`src/rtl/stream_select_n_pkg.sv`:
```
// Shared definitions for the stream selector: mode encodings and the
// offset helper for addressing one channel inside a flattened data bus.
package stream_select_n_pkg;

    localparam logic MODE_FIXED = 1'b0;
    localparam logic MODE_RR    = 1'b1;

    function automatic int slice_off(input int idx, input int width);
        return idx * width;
    endfunction

endpackage

```
`src/rtl/stream_select_n_rr_pick.sv`:
```
// Rotating-priority encoder: first set request at or after i_ptr, modulo N.
// Purely combinational; no backpressure of its own, callers gate the result.
module rr_pick
    import stream_select_n_pkg::*;
#(
    parameter int N     = 32,
    parameter int SEL_W = $clog2(N)
) (
    input  logic [N-1:0]     i_req,
    input  logic [SEL_W-1:0] i_ptr,
    output logic [SEL_W-1:0] o_gnt,
    output logic             o_any
);

    localparam logic [SEL_W:0] N_W = (SEL_W + 1)'(N);

    logic [2*N-1:0] w_req2;
    logic [N-1:0]   w_rot;
    logic [SEL_W:0] w_sum;

    // Doubling the vector turns the wrap-around scan into a plain shift.
    assign w_req2 = {i_req, i_req};
    assign w_rot  = N'(w_req2 >> i_ptr);

    always_comb begin
        o_gnt = '0;
        o_any = 1'b0;
        w_sum = '0;
        for (int k = N - 1; k >= 0; k--) begin
            if (w_rot[k]) begin
                w_sum = {1'b0, i_ptr} + (SEL_W + 1)'(k);
                o_any = 1'b1;
            end
        end
        if (w_sum >= N_W) begin
            o_gnt = SEL_W'(w_sum - N_W);
        end else begin
            o_gnt = w_sum[SEL_W-1:0];
        end
    end

endmodule

```
`src/rtl/stream_select_n.sv`:
```
// N-way WIDTH-bit stream selector, fixed-index or round-robin grant, 1-cycle registered output.
// Backpressure: in_ready only rises when the output register is empty or draining this cycle.
module stream_select_n
    import stream_select_n_pkg::*;
#(
    parameter int WIDTH = 32,
    parameter int N     = 32,
    parameter int SEL_W = $clog2(N)
) (
    input  logic               clock,
    input  logic               reset_n,
    input  logic               mode,
    input  logic [SEL_W-1:0]   sel,
    input  logic [N-1:0]       in_valid,
    input  logic [N*WIDTH-1:0] in_data,
    output logic [N-1:0]       in_ready,
    output logic               out_valid,
    output logic [WIDTH-1:0]   out_data,
    output logic [SEL_W-1:0]   out_src,
    input  logic               out_ready
);

    localparam int              DW   = $clog2(N * WIDTH);
    localparam logic [SEL_W:0]  N_W  = (SEL_W + 1)'(N);
    localparam logic [SEL_W-1:0] LAST = SEL_W'(N - 1);

    logic             r_valid;
    logic [WIDTH-1:0] r_data;
    logic [SEL_W-1:0] r_src;
    logic [SEL_W-1:0] r_ptr;

    logic [SEL_W-1:0] w_rr_gnt;
    logic             w_rr_any;
    logic             w_fix_ok;
    logic [SEL_W-1:0] w_gnt;
    logic             w_gv;
    logic             w_load;
    logic             w_take;
    logic [DW-1:0]    w_base;
    logic [WIDTH-1:0] w_word;

    rr_pick #(
        .N     (N),
        .SEL_W (SEL_W)
    ) u_rr_pick (
        .i_req (in_valid),
        .i_ptr (r_ptr),
        .o_gnt (w_rr_gnt),
        .o_any (w_rr_any)
    );

    // An out-of-range index must never grant, even if it aliases a valid bit.
    assign w_fix_ok = ({1'b0, sel} < N_W) && in_valid[sel];

    always_comb begin
        w_gnt = '0;
        w_gv  = 1'b0;
        if (mode == MODE_RR) begin
            w_gnt = w_rr_gnt;
            w_gv  = w_rr_any;
        end else if (w_fix_ok) begin
            w_gnt = sel;
            w_gv  = 1'b1;
        end
    end

    // reset_n gates the grant so no producer sees ready while reset is held.
    assign w_load   = ~r_valid | out_ready;
    assign w_take   = w_load & w_gv & reset_n;
    assign in_ready = w_take ? (N'(1) << w_gnt) : '0;

    assign w_base = DW'(slice_off(int'(w_gnt), WIDTH));
    assign w_word = in_data[w_base +: WIDTH];

    always_ff @(posedge clock or negedge reset_n) begin
        if (!reset_n) begin
            r_valid <= 1'b0;
            r_data  <= '0;
            r_src   <= '0;
            r_ptr   <= '0;
        end else begin
            if (w_take) begin
                r_valid <= 1'b1;
                r_data  <= w_word;
                r_src   <= w_gnt;
                if (mode == MODE_RR) begin
                    r_ptr <= (w_gnt == LAST) ? '0 : w_gnt + SEL_W'(1);
                end
            end else if (out_ready) begin
                r_valid <= 1'b0;
            end
        end
    end

    assign out_valid = r_valid;
    assign out_data  = r_data;
    assign out_src   = r_src;

endmodule

```
`config.mk`:
```
export PLATFORM = sky130hd
export DESIGN_NAME = stream_select_n
export DESIGN_NICKNAME = d
export VERILOG_FILES = /design/src/rtl/stream_select_n_pkg.sv /design/src/rtl/stream_select_n_rr_pick.sv /design/src/rtl/stream_select_n.sv
export SDC_FILE = /design/constraint.sdc
export NUM_CORES = 1
export LEC_CHECK = 0
export CORE_AREA = 2 2 448 450
export CTS_CLUSTER_DIAMETER = 150
export DETAILED_ROUTE_END_ITERATION = 12
export DIE_AREA = 0 0 450 452
export PLACE_DENSITY = 0.3
export SKIP_CTS_REPAIR_TIMING = 1
export SLEW_MARGIN = 20
export SYNTH_ARGS = -nofsm -noshare
export SYNTH_HDL_FRONTEND = slang
export SYNTH_SLANG_ARGS = --single-unit
```
`constraint.sdc`:
```
create_clock -name clock -period 11.56 [get_ports clock]
set_clock_uncertainty 0.2 [all_clocks]
set_input_delay 2.89 -clock clock [delete_from_list [all_inputs] [get_ports clock]]
set_output_delay 2.89 -clock clock [all_outputs]
set_load 0.03 [all_outputs]
```
* Word-level counts from Yosys, hierarchy flattened
Index checks and enable logic that the tools add are counted.
** Storage, ports and cells
- Output and inout port bits :: 70
- Register bits :: 43
** Cells by class
- Shift-type cells :: 3
- Bitwise logic cells :: 4
- Equal/unequal tests :: 1
- Muxes and demuxes :: 75
- Add/sub/neg operators :: 33
- Reductions and logical operators :: 2
- Magnitude comparators :: 2
** Operators by type and width (number)
- variable part select 1024 x 11 -> 32 bit :: 1
- two-way mux 6 bit :: 32
- adder 5 x 5 -> 6 bit, second input constant :: 16
- right shift 64 x 5 -> 32 bit :: 1
- adder 5 x 4 -> 6 bit, second input constant :: 8
- two-way mux 1 bit :: 37
- two-way mux 32 bit :: 1
- left shift 1 x 5 -> 32 bit, first input constant :: 1
- adder 5 x 3 -> 6 bit, second input constant :: 4
- two-way mux 5 bit :: 4
- adder 5 x 2 -> 6 bit, second input constant :: 2
- adder 5 x 1 -> 6 bit, second input constant :: 1
- >= comparator 6 bit, second input constant :: 1
- less-than comparator 5 x 6 -> 1 bit, second input constant :: 1
- adder 5 x 1 -> 5 bit, second input constant :: 1
- binary-select mux 1 bit (select 5 bit) :: 1
- == test 5 bit, second input constant :: 1
- subtractor 5 x 1 -> 5 bit, second input constant :: 1
- bitwise AND 1 bit :: 2
- AND reduction 2 bit :: 1
- nonzero test 2 bit :: 1
- inverter 1 bit :: 1
- OR 1 bit :: 1

* Longest topological paths before layout
- Depth in word-level cells :: 38
- Mapped depth :: 23
- Gate-level depth less buffers :: 16

* By module
From an unflattened synthesis, not the netlist that was laid out.
** Second synthesis, totals
- Cells, all modules :: 2377
- Area total of the unflattened synthesis :: 17164.0 µm²
** Modules (own cells, without submodules)
- stream_select_n :: cells an instance 1745, area each 11632.4 µm², times used 1
- rr_pick :: cells an instance 632, area each 5531.6 µm², times used 1

* Worst setup path after synthesis
Ideal clock, no wire load.
- Kind :: in2out
- Start point :: input in_valid[22]
- End point :: output in_ready[10]
- Setup slack :: 0.998 ns
- Required time :: 8.470 ns
- Arrival :: 7.472 ns
- Cell stages on the path :: 16
- Cells stage by stage :: mux4_2 mux4_2 mux2_2 clkbuf_1 or2_1 a211oi_1 o211ai_1 a2111oi_0 o311a_1 buf_2 buf_2 buf_2 buf_4 buf_2 nand3_1 nor3_1
** Between the ends
- Longest elaborated chain between the ends :: 38
- Elaborated cells between the ends (all ways) :: 78
** Ends and longest elaborated chain
- start, declared :: RTL line stream_select_n.sv:14 : input logic [N-1:0] in_valid,
- right shift 64 x 5 -> 32 bit :: RTL line stream_select_n_rr_pick.sv:23 : assign w_rot = N'(w_req2 >> i_ptr);
- two-way mux 6 bit (32 in series) :: RTL line stream_select_n_rr_pick.sv:30 : if (w_rot[k]) begin
- subtractor 5 x 1 -> 5 bit or >= comparator 6 bit (tied branches) :: RTL line stream_select_n_rr_pick.sv:36, stream_select_n_rr_pick.sv:35
- two-way mux 5 bit :: RTL line stream_select_n_rr_pick.sv:35 : if (w_sum >= N_W) begin
- two-way mux 5 bit :: RTL line stream_select_n.sv:58 : if (mode == MODE_RR) begin
- left shift 1 x 5 -> 32 bit :: RTL line stream_select_n.sv:70 : assign in_ready = w_take ? (N'(1) << w_gnt) : '0;
- two-way mux 32 bit (*) :: RTL line stream_select_n.sv:70
- end, declared :: RTL line stream_select_n.sv:16 : output logic [N-1:0] in_ready,
Every way passes the cells marked *; elsewhere a longest branch is shown, timed or not. The select of a mux whose other input is x is not followed.

* Final worst setup path
- Start point :: input in_valid[29]
- End point :: output in_ready[26]
The elaborated chain is that of the path after synthesis.

==> impl_metrics.toml <==
[detailed_routing]
antenna_left = 0
wl_per_cell_um = 34.0
dr.first_iter.drc_count = 1998
vias = 23700
wirelength_mm = 200
via_per_inst = 4.02
drcViolationCount = 0
drt_first_pass_iters = 5

[final_layout]
areaGrowthSynthToFinish_pct = 90.1
fillerInstances = 22700
fin_cells = 5888
drive_above_1_share = 0.110
fin_nets = 4294

[floorplan]
dieArea_um2 = 203000
initial_core_util = 0.0863
coreArea_um2 = 199000
die_h_um = 452
rows = 164
die_w_um = 450
io_pins = 1135

[global_routing]
grt_usage = 0.187
grt_pass1_wl_mm = 253
antenna_found_initial = 73
grt-ovfl-total = 0
first_global_vias = 23900
grt_max_degree = 136

[sta]
final-hold-violation-count = 0
finalCriticalPeriod_ps = 11400
worst_pin_slew_ps = 1160
slew_viol_final = 0
clock.fmax_mhz = 87.7
holdWs_ps = 292
finalCritPeriodShare = 0.986
relSlewSlack = 0.203
setup_viol = 0
rsz0062_at_grt = "false"

[logic_synthesis]
synth-seq-cells = 43
syn_area_um2 = 17100
synthCells = 2143
synth_top_cell_by_area = "mux2i_1"
synth_adder_area_share = 0.0110
synth_xor_area_frac = 0.0133
synth-main-ff-cell = "dfrtp_1"
yosysUniqueCellTypes = 79
async_reset_ff_frac = 1.00
synth_edf_count = 0
synth.avg_cell_area_um2 = 7.99
ys_warn_count = 0
synth_area_leaders = "mux2i_1 21%, mux4_2 9.1%, a211oi_1 9.0%"
synth_top_family_by_area = "multiplexers"
synth_top_cell_area_share = 0.214
syn_nets = 3223
synth_compound_area_frac = 0.320
synth-simple-area-share = 0.196
yosysSeqAreaShare = 0.0628
muxShareOfSynthArea = 0.330

[clock_network]
insertion_delay_ps = 330
ctsRootBufferMaster = "clkbuf_16"
cts.sinks = 43
clk_pin_slew_ps = 80
clk_path_buf_depth = 2
htree_levels = 2
cts_tree = "yes"
numCtsBuffers = 5

[place]
portBuffers = 1134
hpwl_mm = 172
dp.cells = 5863
gp_congestion = 0.888

[job]
maxCapViolations = 0

[worst_hold_path]
hold-path-endpoint = "out_src[0]"
holdPathStages = 2
min_from = "out_src[0]"
hp-class = "flip-flop to flip-flop"

[power_and_ir_drop]
power_frac_seq = 0.030
power_switching_mw = 6.94
leakage_nw = 11.1
p_int_mw = 3.93
p_sw_frac = 0.639
combPwrFrac = 0.951
vdd_drop_max_v = 0.000324
clockPowerShare = 0.019
cellPowerDensity_nw_per_um2 = 334

[outcome]
status = "finished clean"

[worst_setup_path]
critPathMaxFanout = 6
rr_worst_depth = 17
reg2reg_from = "r_ptr[3]"
rr_endpoint = "out_data[23]"
endpoint_kind = "output port"
crit_arrival_ps = 8310
r2r_setup_slack_ps = 3270
cp-start-kind = "input port"
critPathRequiredTime_ps = 8470
criticalPathCategory = "input port to output port"
[cell type report]
class / instances / area (um^2) / area share
clock buffer: 5 / 125 / 0.00384
multi-input combinational: 1837 / 15100 / 0.463
inverter: 23 / 86.3 / 0.00265
clock inverter: 3 / 43.8 / 0.00134
antenna: 17 / 42.5 / 0.00131
sequential: 43 / 1080 / 0.0332
tap: 2656 / 3320 / 0.102
timing repair buffer: 1304 / 12800 / 0.393
[metrics by stage]
stage	worst slack (ps)	setup TNS, ps	area [um^2]	utilization	power [mW]
final	163	0	32600	0.164	10.9
after global routing	34.2	0	32500	0.164	11.5
after CTS	65.4	0	32500	0.164	11.1
after detailed placement	104	0	32300	0.163	10.8
after global placement	-163	-282	32300	0.163	10.9
after floorplan	998	0	17100	-	6.07
[routing by layer]
metal	track usage	part of all wire	up-vias
met5	0	0.00069	-
met4	0.0403	0.023	22
met3	0.0232	0.041	152
met2	0.366	0.55	885
met1	0.213	0.38	11800
li1	-	-	10800
[how the worst max path moves through the flow]
stage / from / to / slack, ps
final: in_valid[29] / in_ready[26] / 160
after global routing: in_valid[23] / in_ready[27] / 30
after CTS: in_valid[23] / in_ready[27] / 70
after detailed placement: in_valid[23] / in_ready[27] / 100
after global placement: in_valid[29] / in_ready[19] / -160
after floorplan: in_valid[22] / in_ready[10] / 1000
[cells in the final DEF, fill, tap and decap left out, types with 9 or more instances in the layout]
cell             synthesis  final
nor3_1                  19     19
a211oi_1               205    202
dfrtp_1                 43     39
nand3_1                 28     28
a2111oi_0               38     30
or3_1                    9      9
or4_1                   35     35
and2_1                 189    189
o211ai_1                15     15
nand2_1                132    129
a22o_1                  68     68
inv_1                   19     19
mux2i_1                367    365
nor2_1                  85     83
mux2_2                  36     36
nand4_1                 42     42
a31oi_1                 48     44
a22oi_1                 11     11
o21ai_0                 27     27
a2111o_1                65     65
xnor2_1                 20     20
diode_2                  0     17
o221ai_1                10     10
nor4_1                  33     33
o22ai_1                 18     18
a32o_1                  33     33
mux4_2                  69     69
o31ai_1                 10     10
clkdlybuf4s50_1          0   1109
ha_1                    15     15
and2_0                  12     12
a21oi_1                 82     82
buf_4                   11    177
buf_12                   0     18
[cells by family after synthesis]
logic type,Yosys count
buffers and inverters,263
AO/OA/AOI/OAI,702
flip-flops,43
multiplexers,474
XOR/XNOR,26
AND/OR/NAND/NOR,620
adder cells (fa/ha/maj),15
[Yosys cell counts, types with 18 or more instances]
master,count
mux2i_1,367
a211oi_1,205
and2_1,189
clkbuf_1,144
nand2_1,132
nor2_1,85
a21oi_1,82
mux4_2,69
a22o_1,68
buf_2,66
a2111o_1,65
a31oi_1,48
dfrtp_1,43
nand4_1,42
a2111oi_0,38
mux2_2,36
or4_1,35
a32o_1,33
nor4_1,33
nand3_1,28
o21ai_0,27
xnor2_1,20
inv_1,19
nor3_1,19
o22ai_1,18
[power groups by stage]
stage	combinational (mW)	clock (mW)	sequential, mW
after floorplan	5.68	0	0.387
after global placement	10.6	0	0.329
after detailed placement	10.5	0	0.329
after CTS	10.5	0.220	0.327
after global routing	10.9	0.219	0.333
final	10.3	0.205	0.328
[state kept, by name (all words and copies together), names as in the netlist]
signal / flops
out_data: 32
out_src: 5
r_ptr: 5
out_valid: 1
[critical path: stages]
cell             delay, ps
clkdlybuf4s50_1        540
buf_4                  220
mux4_2                 510
mux2_2                 360
mux4_2                 590
a2111oi_0              590
o211a_1                290
nand3_1                 80
o2bb2ai_1              230
buf_4                  160
o2111a_1               390
nand2b_4               210
nand2b_1               230
nor2_1                 270
clkdlybuf4s50_1        730
(Power assumes the default switching activity.)
